===== config.mk =====
export PLATFORM = sky130hd
export DESIGN_NAME = slot_capture
export DESIGN_NICKNAME = d
export VERILOG_FILES = /design/src/rtl/slot_capture.sv
export SDC_FILE = /design/constraint.sdc
export NUM_CORES = 1
export LEC_CHECK = 0
export ABC_AREA = 1
export CORE_UTILIZATION = 55
export DETAILED_ROUTE_END_ITERATION = 16
export PLACE_DENSITY = 0.85
export RECOVER_POWER = 25
export SLEW_MARGIN = 20
export SYNTH_ARGS = -nofsm -noshare
export SYNTH_HDL_FRONTEND = slang
export SYNTH_SLANG_ARGS = --single-unit

===== constraint.sdc =====
create_clock -name clk_i -period 2.9 [get_ports clk_i]
set_input_delay 0.29 -clock clk_i [delete_from_list [all_inputs] [get_ports clk_i]]
set_output_delay 0.29 -clock clk_i [all_outputs]
set_load 0.05 [all_outputs]

===== src/rtl/slot_capture.sv =====
// slot_capture: recovers a 16-slot serial frame from a 1-bit line.
// Each frame runs SLOT_LEN*16 clocks. The line is sampled once per slot, at phase SAMPLE_OFS.
// Every sample produces a write strobe for a 16-entry store.
// The assembled frame is presented with a one-cycle valid pulse.
// Valid settings: SLOT_LEN*16 <= 256 and SAMPLE_OFS < SLOT_LEN.
module slot_capture #(
    parameter int unsigned SLOT_LEN   = 13,
    parameter int unsigned SAMPLE_OFS = 6
) (
    input  logic        clk_i,
    input  logic        rst_i,
    input  logic        start_i,
    input  logic        din_i,
    output logic [7:0]  count_o,
    output logic [3:0]  addr_o,
    output logic        wr_en_o,
    output logic        wr_data_o,
    output logic [15:0] frame_o,
    output logic        frame_valid_o,
    output logic        busy_o,
    output logic        overrun_o
);

    // The phase counter must hold SLOT_LEN-1. It stays at least one bit wide for SLOT_LEN == 1.
    localparam int unsigned PhaseW = (SLOT_LEN > 1) ? $clog2(SLOT_LEN) : 1;

    localparam logic [PhaseW-1:0] PhaseLast = PhaseW'(SLOT_LEN - 1);
    localparam logic [PhaseW-1:0] SampleOfs = PhaseW'(SAMPLE_OFS);
    localparam logic [7:0]        LastCount = 8'(SLOT_LEN * 16 - 1);

    typedef enum logic [1:0] {
        StIdle,
        StRun,
        StDone
    } state_e;

    state_e            state_q, state_d;
    logic [7:0]        count_q, count_d;
    logic [PhaseW-1:0] phase_q, phase_d;
    logic [3:0]        slot_q, slot_d;
    logic [3:0]        addr_q, addr_d;
    logic              wr_en_q, wr_en_d;
    logic              wr_data_q, wr_data_d;
    logic [15:0]       frame_q, frame_d;
    logic              frame_valid_q, frame_valid_d;
    logic              busy_q, busy_d;
    logic              overrun_q, overrun_d;

    // Next-state logic: frame sequencing, mid-slot sampling and the single-cycle pulses.
    always_comb begin
        state_d       = state_q;
        count_d       = count_q;
        phase_d       = phase_q;
        slot_d        = slot_q;
        addr_d        = addr_q;
        wr_en_d       = 1'b0;
        wr_data_d     = wr_data_q;
        frame_d       = frame_q;
        frame_valid_d = 1'b0;
        busy_d        = busy_q;
        overrun_d     = 1'b0;

        case (state_q)
            StIdle: begin
                count_d = 8'd0;
                busy_d  = 1'b0;
                if (start_i) begin
                    state_d = StRun;
                    phase_d = '0;
                    slot_d  = 4'd0;
                    busy_d  = 1'b1;
                end
            end

            StRun: begin
                // A start request mid-frame is reported but never disturbs the capture.
                overrun_d = start_i;

                // Sampling is independent of the end-of-frame check.
                // This keeps the final slot sampled when SAMPLE_OFS == SLOT_LEN-1.
                if (phase_q == SampleOfs) begin
                    frame_d[slot_q] = din_i;
                    wr_data_d       = din_i;
                    addr_d          = slot_q;
                    wr_en_d         = 1'b1;
                end

                if (count_q == LastCount) begin
                    state_d       = StDone;
                    count_d       = 8'd0;
                    phase_d       = '0;
                    slot_d        = 4'd0;
                    busy_d        = 1'b0;
                    frame_valid_d = 1'b1;
                end else begin
                    count_d = count_q + 8'd1;
                    if (phase_q == PhaseLast) begin
                        phase_d = '0;
                        slot_d  = slot_q + 4'd1;
                    end else begin
                        phase_d = phase_q + 1'b1;
                    end
                end
            end

            StDone: begin
                count_d = 8'd0;
                phase_d = '0;
                slot_d  = 4'd0;
                if (start_i) begin
                    // Back-to-back frame: count restarts at 0 on the very next cycle.
                    state_d = StRun;
                    busy_d  = 1'b1;
                end else begin
                    state_d = StIdle;
                    busy_d  = 1'b0;
                end
            end

            default: begin
                state_d = StIdle;
                count_d = 8'd0;
                phase_d = '0;
                slot_d  = 4'd0;
                busy_d  = 1'b0;
            end
        endcase
    end

    // State and output registers. Reset has priority and clears the captured frame.
    always_ff @(posedge clk_i) begin
        if (rst_i) begin
            state_q       <= StIdle;
            count_q       <= 8'd0;
            phase_q       <= '0;
            slot_q        <= 4'd0;
            addr_q        <= 4'd0;
            wr_en_q       <= 1'b0;
            wr_data_q     <= 1'b0;
            frame_q       <= 16'h0000;
            frame_valid_q <= 1'b0;
            busy_q        <= 1'b0;
            overrun_q     <= 1'b0;
        end else begin
            state_q       <= state_d;
            count_q       <= count_d;
            phase_q       <= phase_d;
            slot_q        <= slot_d;
            addr_q        <= addr_d;
            wr_en_q       <= wr_en_d;
            wr_data_q     <= wr_data_d;
            frame_q       <= frame_d;
            frame_valid_q <= frame_valid_d;
            busy_q        <= busy_d;
            overrun_q     <= overrun_d;
        end
    end

    assign count_o       = count_q;
    assign addr_o        = addr_q;
    assign wr_en_o       = wr_en_q;
    assign wr_data_o     = wr_data_q;
    assign frame_o       = frame_q;
    assign frame_valid_o = frame_valid_q;
    assign busy_o        = busy_q;
    assign overrun_o     = overrun_q;

endmodule


Yosys cells after proc, flatten, opt, wreduce, memory -nomap -nowiden
Index checks and enable logic that the tools add are counted.

Reduce and logical (&&, ||, !) cells: 8. Equal/unequal tests: 8. Add/subtract/negate cells: 3. Bitwise operators: 1. $lt $le $gt $ge: 2. Mux-type cells: 19.

Operator list (number): $mux W4 (5); $bwmux W16 (1); $pmux W4 S2 (2); $add A4 B1 Y4 const B (2); $add A8 B1 Y8 const B (1); $eq A8 B8 Y1 const B (1); $mux W1 (6); $pmux W2 S3 (1); $reduce_and A2 Y1 (3); $lt A4 B5 Y1 const B (1); $demux W1 S4 (1); $eq A4 B3 Y1 const B (1); $eq A4 B4 Y1 const B (1); $ge A4 B1 Y1 const B (1); $mux W2 (2); $ne A2 B2 Y1 const B (2); $reduce_or A2 Y1 (2); $ne A3 B3 Y1 const B (1); $reduce_or A3 Y1 (1); $eq A2 B1 Y1 const B (1); $eq A2 B2 Y1 const B (1); $logic_not A2 Y1 (1); $pmux W1 S2 (1); $logic_and A1 B1 Y1 (1); $not A1 Y1 (1).

Input bits: 4. Output and inout bits: 33. Logic and storage cells: 52. Bits in registers: 43.

Depth between registers and ports, before layout
Gate-level depths: netlist (run 1).

Depth in word-level cells: 5. Depth in mapped cells: 10. Mapped depth without buffers: 10.

Worst setup path before layout (run 1)
No wires, ideal clock.

Path type: reg2reg. Start point: reg count_q[0], in the netlist count_o[0]. End point: reg slot_q[2]. Data arrival time: 1649 ps. Library setup time: 109 ps. Cell stages (with the launch flop): 11. Clock period less this slack: 1757 ps. Buffers on the path: 0. Data required time: 2791 ps. Slack: 1143 ps. Cell sequence: dfxtp_1 ha_1 nand2_1 nor2_2 nand2_2 nand3_2 nand2_1 nand2_2 nand2_1 nand2_1 inv_1.

Cells in the longest elaborated chain, start to end: 3. Elaborated cells on any way between the ends: 5. Those cells by class: 2 x eq/ne; 2 x mux; 1 x reduce/logical.

RTL lines: start: declaration (line 38) `logic [7:0] count_q, count_d;`; start signal: assignment (line 146) `count_q <= count_d;`; $eq A8 B8 Y1 (*) (line 88) `if (count_q == LastCount) begin`; $mux W4 or $ne A3 B3 Y1 (tied branches); $pmux W4 S2 or $reduce_and A2 Y1 (tied branches); end signal: assignment (line 148) `slot_q <= slot_d;`; end: declaration (line 40) `logic [3:0] slot_q, slot_d;`.

Every way passes the cells marked *; elsewhere a longest branch is shown, timed or not. A chain may end at the register's enable or synchronous reset.

Final worst setup path (run 1)
Start point: reg state_q[0]. End point: reg frame_q[7], in the netlist frame_o[7].

Cells in the longest elaborated chain, start to end: 2.

RTL lines: start: declaration (line 37) `state_e state_q, state_d;`; start signal: assignment (line 133) `state_q <= StIdle;`; start signal: assignment (line 145) `state_q <= state_d;`; $eq A2 B1 Y1 (line 63) `case (state_q)`; $reduce_and A2 Y1 (no source line); end signal: assignment (line 152) `frame_q <= frame_d;`; end: declaration (line 44) `logic [15:0] frame_q, frame_d;`.

Every way passes these cells.

==> results of run 1 <==
==> cells in the final DEF (no fill, tap or decap), drive strengths merged, types with 4 or more instances in the layout <==
| cell type | count |
|---|---|
| ha | 8 |
| a21oi | 10 |
| nand4 | 4 |
| nor3 | 12 |
| clkdlybuf4s50 | 36 |
| nor2 | 51 |
| nand2 | 36 |
| clkbuf | 6 |
| inv | 23 |
| nand3 | 17 |
| o21ai | 22 |
| xor2 | 5 |
| dfxtp | 43 |
==> layer usage <==
metal  up-vias  GRT usage  routed length (µm)
met4         0     0.0794                  42
met2        40      0.335                1600
met1       732      0.291                1770
met3         7     0.0559                 196
li1        847          -                   -
met5         -          0                   0
==> power by group through the flow <==
stage	clock (mW)	sequential (mW)	combinational [mW]
floorplan	0	0.637	0.0858
global placement	0	0.628	0.119
detailed placement	0	0.628	0.121
CTS	0.407	0.615	0.122
global route	0.433	0.618	0.130
finish	0.401	0.614	0.117
==> worst max-delay path: cells and delay by family, from the launching register on <==
family / cells / cell delay, ps
and+or+nand+nor: 6 / 1050
buffers and inverters: 2 / 390
DFF: 1 / 330
AOI/OAI and AO/OA: 1 / 90
==> cell type report <==
cell class                 instances  area (µm²)
fill                             268        1010
sequential                        43         861
clock buffer                       6        51.3
inverter                          24        91.3
tap                               46        57.6
clock inverter                     2        35.0
timing repair buffer              36         360
multi-input combinational        168         923
==> worst min-delay path by stage <==
stage / startpoint / end / slack [ps]
2_1_floorplan: rst_i / frame_o[7] / 360
3_3_place_gp: frame_o[12] / frame_o[12] / 430
3_5_place_dp: frame_o[14] / frame_o[14] / 440
4_1_cts: frame_o[14] / frame_o[14] / 460
5_1_grt: frame_o[12] / frame_o[12] / 480
6_report: frame_o[14] / frame_o[14] / 460
==> through the flow <==
stage | total power, mW | worst slack [ps] | hold slack [ps] | area (µm²) | utilization
finish | 1.13 | 942 | 460 | 2380 | 0.702
global route | 1.18 | 699 | 480 | 2380 | 0.702
CTS | 1.14 | 989 | 461 | 2410 | 0.710
detailed placement | 0.749 | 1110 | 442 | 2320 | 0.685
global placement | 0.746 | 1170 | 434 | 2320 | 0.685
floorplan | 0.723 | 1140 | 362 | 1960 | -
==> state kept, by name, indices dropped and copies added (netlist names) <==
| signal | flops |
|---|---|
| frame_o | 16 |
| overrun_o | 1 |
| addr_o | 4 |
| phase_q | 4 |
| wr_en_o | 1 |
| state_q | 2 |
| wr_data_o | 1 |
| frame_valid_o | 1 |
| busy_o | 1 |
| slot_q | 4 |
| count_o | 8 |
==> cells by family (layout without fill, tap and decap cells) <==
family,count (synthesis),in the layout,synth area share
AOI/OAI and AO/OA,33,33,0.103
xor gates and xnor gates,5,5,0.0223
adders and majority gates,8,8,0.0510
buffers and inverters,28,68,0.0772
DFF,43,43,0.439
and+or+nand+nor,122,122,0.307
==> results.toml, run 1 <==
[run_status]
outcome = "finished clean"

[worst_setup_path]
crit_start = "state_q[0]"
crit_fanout = 17
path_common_cell = "nor2_1"
cpMaxStageDelayCell = "nor2_8"
r2r-start = "state_q[0]"
ff2ff_setup_slack_ps = 940
cp-end-kind = "flip-flop"
arrival_ps = 2220
path_cells = "inv_1 -> nor2_1 -> clkinvlp_2 -> nor2_8 -> nand2_4 -> nor2_2 -> nand2_1 -> o21ai_1 -> nor2_1"
crit_required_ps = 3160
start_kind = "flip-flop"
max_stage_delay_ps = 370
r2r-end = "frame_o[7]"
endpoint = "frame_o[7]"
worst-setup-path-type = "flip-flop to flip-flop"
reg2reg_depth = 9

[power_and_ir_drop]
p_switching_mw = 0.291
pwr-share-seq = 0.543
swShare = 0.257
p_int_mw = 0.841
p_leak_nw = 1.04
power.density_nw_per_um2 = 476
pwr-share-clk = 0.354
irDropWorstVdd_mv = 0.339
comb_power_share = 0.103

[synth]
syn_area_per_cell_um2 = 8.21
synth.cells.most_frequent = "nor2_1 (46), dfxtp_1 (43), nand2_1 (29)"
syn_nets = 251
yosysWarnings = 0
synth_area_leaders = "dfxtp_1 (44%), nor2_1 (8.8%), nand2_1 (5.5%)"
ys_types = 28
syn_area_um2 = 1960
synth_seq_cells = 43
synth-edff-count = 0
synth-main-ff-cell = "dfxtp_1"
syn-instance-count = 239
seq_area_frac_synth = 0.439
synthArstFlopShare = 0
yosysTopAreaCellShare = 0.439
yosysTopAreaCell = "dfxtp_1"
yosysMostFrequentCell = "nor2_1"

[placement]
place_hpwl_um = 2630
numPortBuffers = 36
gp_congestion = 0.804
dp_cells = 317

[route]
first_pass_iters = 4
drc = 0
drt_iter0_drc = 82
post_drt_wl_per_cell_um = 11.1
ant_nets = 0
viasPerCell = 5.00
num_vias = 1626
drt-total-wl_um = 3610

[sta]
min_period_ps = 1960
clock.fmax_ghz = 0.511
setup_viol = 0
drv_slew = 0
max_slew_margin = 0.545
tns_ps = 0
fin_worst_skew_ps = 7.12
rsz0062_at_grt = "no"
finalHoldViolations = 0
fin_crit_sh = 0.675
worst_pin_slew_ps = 681

[grt]
grt_first_pass_wirelength_um = 6080
antenna_found_initial = 0
overflow = 0
grt_max_degree = 26
track_usage = 0.216
grt_pass1_vias = 1430

[clock_tree]
path_clk_slew_ps = 120
clkLatencyLatePin_ps = 360
clkSinkCount = 43
ctsResizeCount = 0
cts_setup_buffers = 0
cts_made_buffers = 5
cts_root_buf = "clkbuf_4"
cts_tree = "yes"
htreeDepth = 2
cts_max_path_buffers = 2
cts_hold_buf = 0

[die]
start_util = 0.579
rows = 21
die_h_um = 61.7
core_area_um2 = 3390
die_x_um = 61.7
die_area_um2 = 3810
io_pins = 37

[worst_hold_path]
hold_path.class = "flip-flop to flip-flop"
whs_path_depth = 2

[run]
max-cap-violations = 0

[layout]
num_antenna_cells = 0
stdcell_count = 325
final_layout_size_suffix_gt1_frac = 0.100
nNetsFinal = 290
area_growth_pct = 21.3
Note: power is estimated with default switching activity, not from simulation.
==> run 2, diff against run 1 <==
CORE_UTILIZATION = 46   (was 55)
PLACE_DENSITY = 0.76   (was 0.85)
clock period = 1.8 ns   (was 2.9 ns; I/O delays follow)
==> run 2 against run 1 <==
Cell area up 2.2%. Power up 64%. Global-route usage down 2.2 points. Clock skew about the same. Register-to-register slack worse by 750 ps. Highest routed layer unchanged. Count of clock-buffer cells in the layout up 2. Worst setup slack worse by 870 ps. Utilization down 10 points. Die area up 19%. Sequential share of layout area down 0.78 points. Sequential cell count unchanged.
==> results.toml, run 2 (synthesis gave the netlist of run 1 again) <==
[power_and_ir_drop]
power.density_nw_per_um2 = 761
p_leak_nw = 1.05
p_total_mw = 1.85
irDropWorstVdd_mv = 0.479

[die]
die_h_um = 67.3
rows = 23
die_area_um2 = 4530
io_pins = 37
core_area_um2 = 4060
die_x_um = 67.3
start_util = 0.484

[clock_tree]
path_clk_slew_ps = 80
cts_hold_buf = 0
clkLatencyLatePin_ps = 300
cts_made_buffers = 5
cts_tree = "yes"
htreeDepth = 2
clkSinkCount = 43
cts_root_buf = "clkbuf_8"
cts_setup_buffers = 0
cts_max_path_buffers = 2
ctsResizeCount = 0

[route]
ant_nets = 0
drc = 0
first_pass_iters = 4
viasPerCell = 5.00
post_drt_wl_per_cell_um = 11.4
drt-total-wl_um = 3790
drt_iter0_drc = 46
num_vias = 1664

[layout]
nNetsFinal = 294
num_antenna_cells = 0
layout_common_cells = "nor2_1 (48), dfxtp_1 (43), clkdlybuf4s50_1 (36)"
final_layout_size_suffix_gt1_frac = 0.124
area_growth_pct = 24.0
largest_reg_flops = 16
fin_area_um2 = 2430
utilization = 0.599
stdcell_count = 333
layout_commonest_cell = "nor2_1"

[worst_setup_path]
start_kind = "flip-flop"
cp_top_family = "buffers and inverters"
arrival_ps = 1550
crit_fanout = 6
crit_start = "count_o[4]"
cp-end-kind = "output port"
path_buf_inv = 1
max_stage_delay_ps = 830
path_cells = "clkdlybuf4s50_1"
crit_required_ps = 1620
worst-setup-path-type = "flip-flop to output port"
r2r-start = "state_q[0]"
cpMaxStageDelayCell = "clkdlybuf4s50_1"

[grt]
grt_pass1_vias = 1536
grt_max_degree = 19
overflow = 0
antenna_found_initial = 0
track_usage = 0.194
grt_first_pass_wirelength_um = 6440

[run_status]
outcome = "finished clean"

[sta]
clock.fmax_ghz = 0.579
fin_crit_sh = 0.959
fin_worst_skew_ps = 6.84
worst_slack_ps = 73.4
drv_slew = 0
worst_pin_slew_ps = 509
hold-worst-slack_ps = 444
max_slew_margin = 0.659
tns_ps = 0
finalHoldViolations = 0
rsz0062_at_grt = "no"
min_period_ps = 1730
setup_viol = 0

[worst_hold_path]
hold_path.class = "flip-flop to flip-flop"
min-delay-start = "frame_o[15]"

[run]
max-cap-violations = 0

[placement]
dp_cells = 325
gp_congestion = 0.847
pre_cts_slack_ps = 283
place_area_um2 = 2360
numPortBuffers = 36
place_hpwl_um = 2810
-- run 2: cell types whose count changed in the layout (fill, tap and decap cells not counted), moves of 2 or more --
| cell | previous run | this run |
|---|---|---|
| buf_4 | 0 | 4 |
| clkbuf_4 | 5 | 0 |
| nand2_2 | 1 | 5 |
| a21oi_1 | 7 | 5 |
| nand2_4 | 4 | 2 |
| clkbuf_8 | 1 | 7 |
| nand2_1 | 31 | 29 |
| a21oi_2 | 3 | 5 |
-- run 2: worst paths after layout --
path / cells past startpoint / endpoint / slack (ps)
worst max-delay path: 1 / count_o[4] / 70
worst min-delay path: 2 / frame_o[15] / 440
worst max register to register: 9 / frame_o[7] / 190
worst min register to register: 2 / frame_o[15] / 440
-- run 2: layer usage --
layer  vias to the layer above  track usage  wire (µm)
li1                        867            -          -
met1                       753        0.236       1830
met2                        36        0.313       1690
met3                         8       0.0372        170
met4                         0        0.120         98
met5                         -            0          0
-- run 2: final cells by class --
class	instances	area (µm²)
Fill cell	365	1630
Multi-Input combinational cell	168	926
Sequential cell	43	861
Timing Repair Buffer	40	390
Clock buffer	8	100
Inverter	24	92.6
Tap cell	50	62.6
-- run 2: power breakdown --
part / internal [mW] / leakage [nW] / switching, mW
clock network: 0.350 / 0.0515 / 0.320
logic: 0.0599 / 0.649 / 0.133
registers: 0.970 / 0.348 / 0.0190
==> edit: new RTL, flow settings as in run 2 <==
The parameter `SLOT_LEN` goes from 13 to 14.
--- a/src/rtl/slot_capture.sv
+++ b/src/rtl/slot_capture.sv
@@ -4,7 +4,7 @@
 // The assembled frame is presented with a one-cycle valid pulse.
 // Valid settings: SLOT_LEN*16 <= 256 and SAMPLE_OFS < SLOT_LEN.
 module slot_capture #(
-    parameter int unsigned SLOT_LEN   = 13,
+    parameter int unsigned SLOT_LEN   = 14,
     parameter int unsigned SAMPLE_OFS = 6
 ) (
     input  logic        clk_i,
Formal check against the unedited RTL: same outputs for any inputs over 10 cycles, from zero or initial values and one cycle with rst_i high; that may be too few to reach the edited logic, so the function may still have changed.
==> edit against run 2 <==
Area after synthesis decreased by 3.6%; worst setup slack got worse by 0.0048 ns; design area decreased by 3.1%; non-clock buffer count decreased by 2; sequential share of layout area increased by 1.1 points; power decreased by 2.1%; die area decreased by 3.5%; count of clock-buffer cells in the layout unchanged; sequential cell count unchanged; clock power decreased by 2%; routed wire length increased by 0.55%; critical path type unchanged; critical endpoint unchanged; largest power group unchanged.
==> edit: results (changes against run 2) <==
* Status: finished, final reports clean (unchanged)
* Clock tree root buffer cell: sky130_fd_sc_hd__clkbuf_8 (unchanged)
* Total CTS buffers at 5 (unchanged)
* Netlist cell types at 23 (was 28)
* Worst voltage drop across the vdd grid at 0.000712 V (was 0.000479 V)
* Synthesized netlist net count at 259 (was 251)
* Placer's final routability congestion estimate at 0.853 (was 0.847)
* Leading post-synthesis cells by cell area: sky130_fd_sc_hd__dfxtp_1, sky130_fd_sc_hd__nand2_1, sky130_fd_sc_hd__a21oi_1 (was sky130_fd_sc_hd__dfxtp_1, sky130_fd_sc_hd__nor2_1, sky130_fd_sc_hd__nand2_1)
* Number of vias in the routed layout at 1720 (was 1664)
* Count of placed standard cells in the final layout, fillers left out at 334 (was 333)
* Antenna diodes at 0 (unchanged)
* Post-Syn Instances at 250 (was 239)
* Post-CTS Setup Bufs at 0 (unchanged)
* Share of cells above drive strength 1 at 5.59% (was 12.4%)
* Largest stage delay on the critical path at between 0.8 and 0.9 ns
* First-pass GRT wire length at 6.47 mm (was 6.44 mm)
* Iter 0 DRT Violations at 163 (was 46)
* Count of buffers from port buffering at 36 (unchanged)
* Leading cell type by number of instances after synthesis: sky130_fd_sc_hd__dfxtp_1 (was sky130_fd_sc_hd__nor2_1)
* First drt pass iteration count at 4 (unchanged)
* Sum of net half-perimeters after detailed placement at 2.73 mm (was 2.81 mm)
* Transition time at the pin with the least slew margin at 0.619 ns (was 0.509 ns)
* Leak pwr at 0.854 nW (was 1.05 nW)
* List of most frequent post-synthesis cells: sky130_fd_sc_hd__dfxtp_1, sky130_fd_sc_hd__nand2_1, sky130_fd_sc_hd__nor2_1 (was sky130_fd_sc_hd__nor2_1, sky130_fd_sc_hd__dfxtp_1, sky130_fd_sc_hd__nand2_1)
* Antenna violations before repair at 0 (unchanged)
* Clock Pin Slew Worst Setup and Hold Paths at ~0.070 ns
* Total GRT Usage at 19.4% (about the same)
* Worst Clk Skew at 0.00445 ns (was 0.00684 ns)
* Flip-flop count of the largest register after layout at 16 (unchanged)
* Share of flip-flops with an asynchronous set or reset after synthesis at 0% (unchanged)
* Sequential element share of the synthesized area at 45.5% (was 43.9%)
* Post-Route WL at 3.81 mm (was 3.79 mm)
* Maximum number of pins on one net before global-route repair at 23 (was 19)
* H-Tree Depth at 2 (unchanged)
* Via count of the first global-routing pass at 1497 (was 1536)
* Switching power share of the total at 24.6% (was 25.5%)
==> edit: cell count changes after synthesis, moves of 5 or more <==
cell                      change
sky130_fd_sc_hd__o21ai_0     +10
sky130_fd_sc_hd__a21oi_2      -5
sky130_fd_sc_hd__nand4_1     +11
sky130_fd_sc_hd__xor2_1       -5
sky130_fd_sc_hd__a21oi_1     +20
sky130_fd_sc_hd__o21ai_1      -6
sky130_fd_sc_hd__nand2_1     +12
sky130_fd_sc_hd__nor2_1      -13
sky130_fd_sc_hd__nor3_1       -5
==> edit: power groups by stage <==
stage / logic [mW] / clock network [mW] / registers (mW)
after CTS: 0.173 / 0.676 / 0.983
after detailed placement: 0.172 / 0 / 1.01
after global placement: 0.170 / 0 / 1.01
final: 0.171 / 0.657 / 0.984
after floorplan: 0.114 / 0 / 1.02
after global routing: 0.190 / 0.722 / 0.986
==> edit: final cells by class <==
| type | instances | area [sq um] |
|---|---|---|
| clock buffers | 8 | 100 |
| repair buffers | 38 | 375 |
| fillers | 345 | 1440 |
| multi-input cells | 175 | 878 |
| well taps | 48 | 60.1 |
| flip-flops and latches | 43 | 861 |
| inverters | 22 | 82.6 |
==> edit: worst register-to-register path, stage by stage (launching register included) <==
cell and delay [ns]:
sky130_fd_sc_hd__dfxtp_1 0.38, sky130_fd_sc_hd__ha_1 0.18, sky130_fd_sc_hd__nand2_1 0.06, sky130_fd_sc_hd__nor2_1 0.19
sky130_fd_sc_hd__nand2_2 0.19, sky130_fd_sc_hd__nand2_1 0.19, sky130_fd_sc_hd__nor2_4 0.06, sky130_fd_sc_hd__inv_1 0.16
sky130_fd_sc_hd__nor3b_1 0.07
==> edit: routing by layer <==
metal  GRT usage (%)  share of wire, %  vias to the layer above
met3            4.14               4.8                        8
li1                -                 -                      904
met2            31.3                45                       49
met4            9.57               2.0                        0
met5               0                 0                        -
met1            24.3                48                      759
==> edit: stage by stage <==
stage               instance area (sq um)  setup WS [ns]  utilization, %  total power [mW]  hold slack (ns)
finish                               2360         0.0686            62.1              1.81            0.468
global route                         2360         0.0312            62.1              1.90            0.479
CTS                                  2370         0.0597            62.3              1.83            0.469
detailed placement                   2270          0.300            59.7              1.18            0.450
global placement                     2270          0.303            59.7              1.18            0.444
floorplan                            1890         0.0582               -              1.13            0.315
==> edit: cell families after synthesis <==
family / synth area share [%]
adders and majority gates: 3.31
AOI/OAI and AO/OA: 13.2
and+or+nand+nor: 30.4
buffers and inverters: 7.48
DFF: 45.5
==> edit: path summary, 6_finish.rpt <==
check	end	slack, ns	depth (start not counted)	startpoint
max	count_o[4]	0.07	1	count_o[4]
min	wr_data_o	0.47	2	wr_data_o
max reg2reg	count_o[3]	0.20	8	count_o[0]
min reg2reg	wr_data_o	0.47	2	wr_data_o
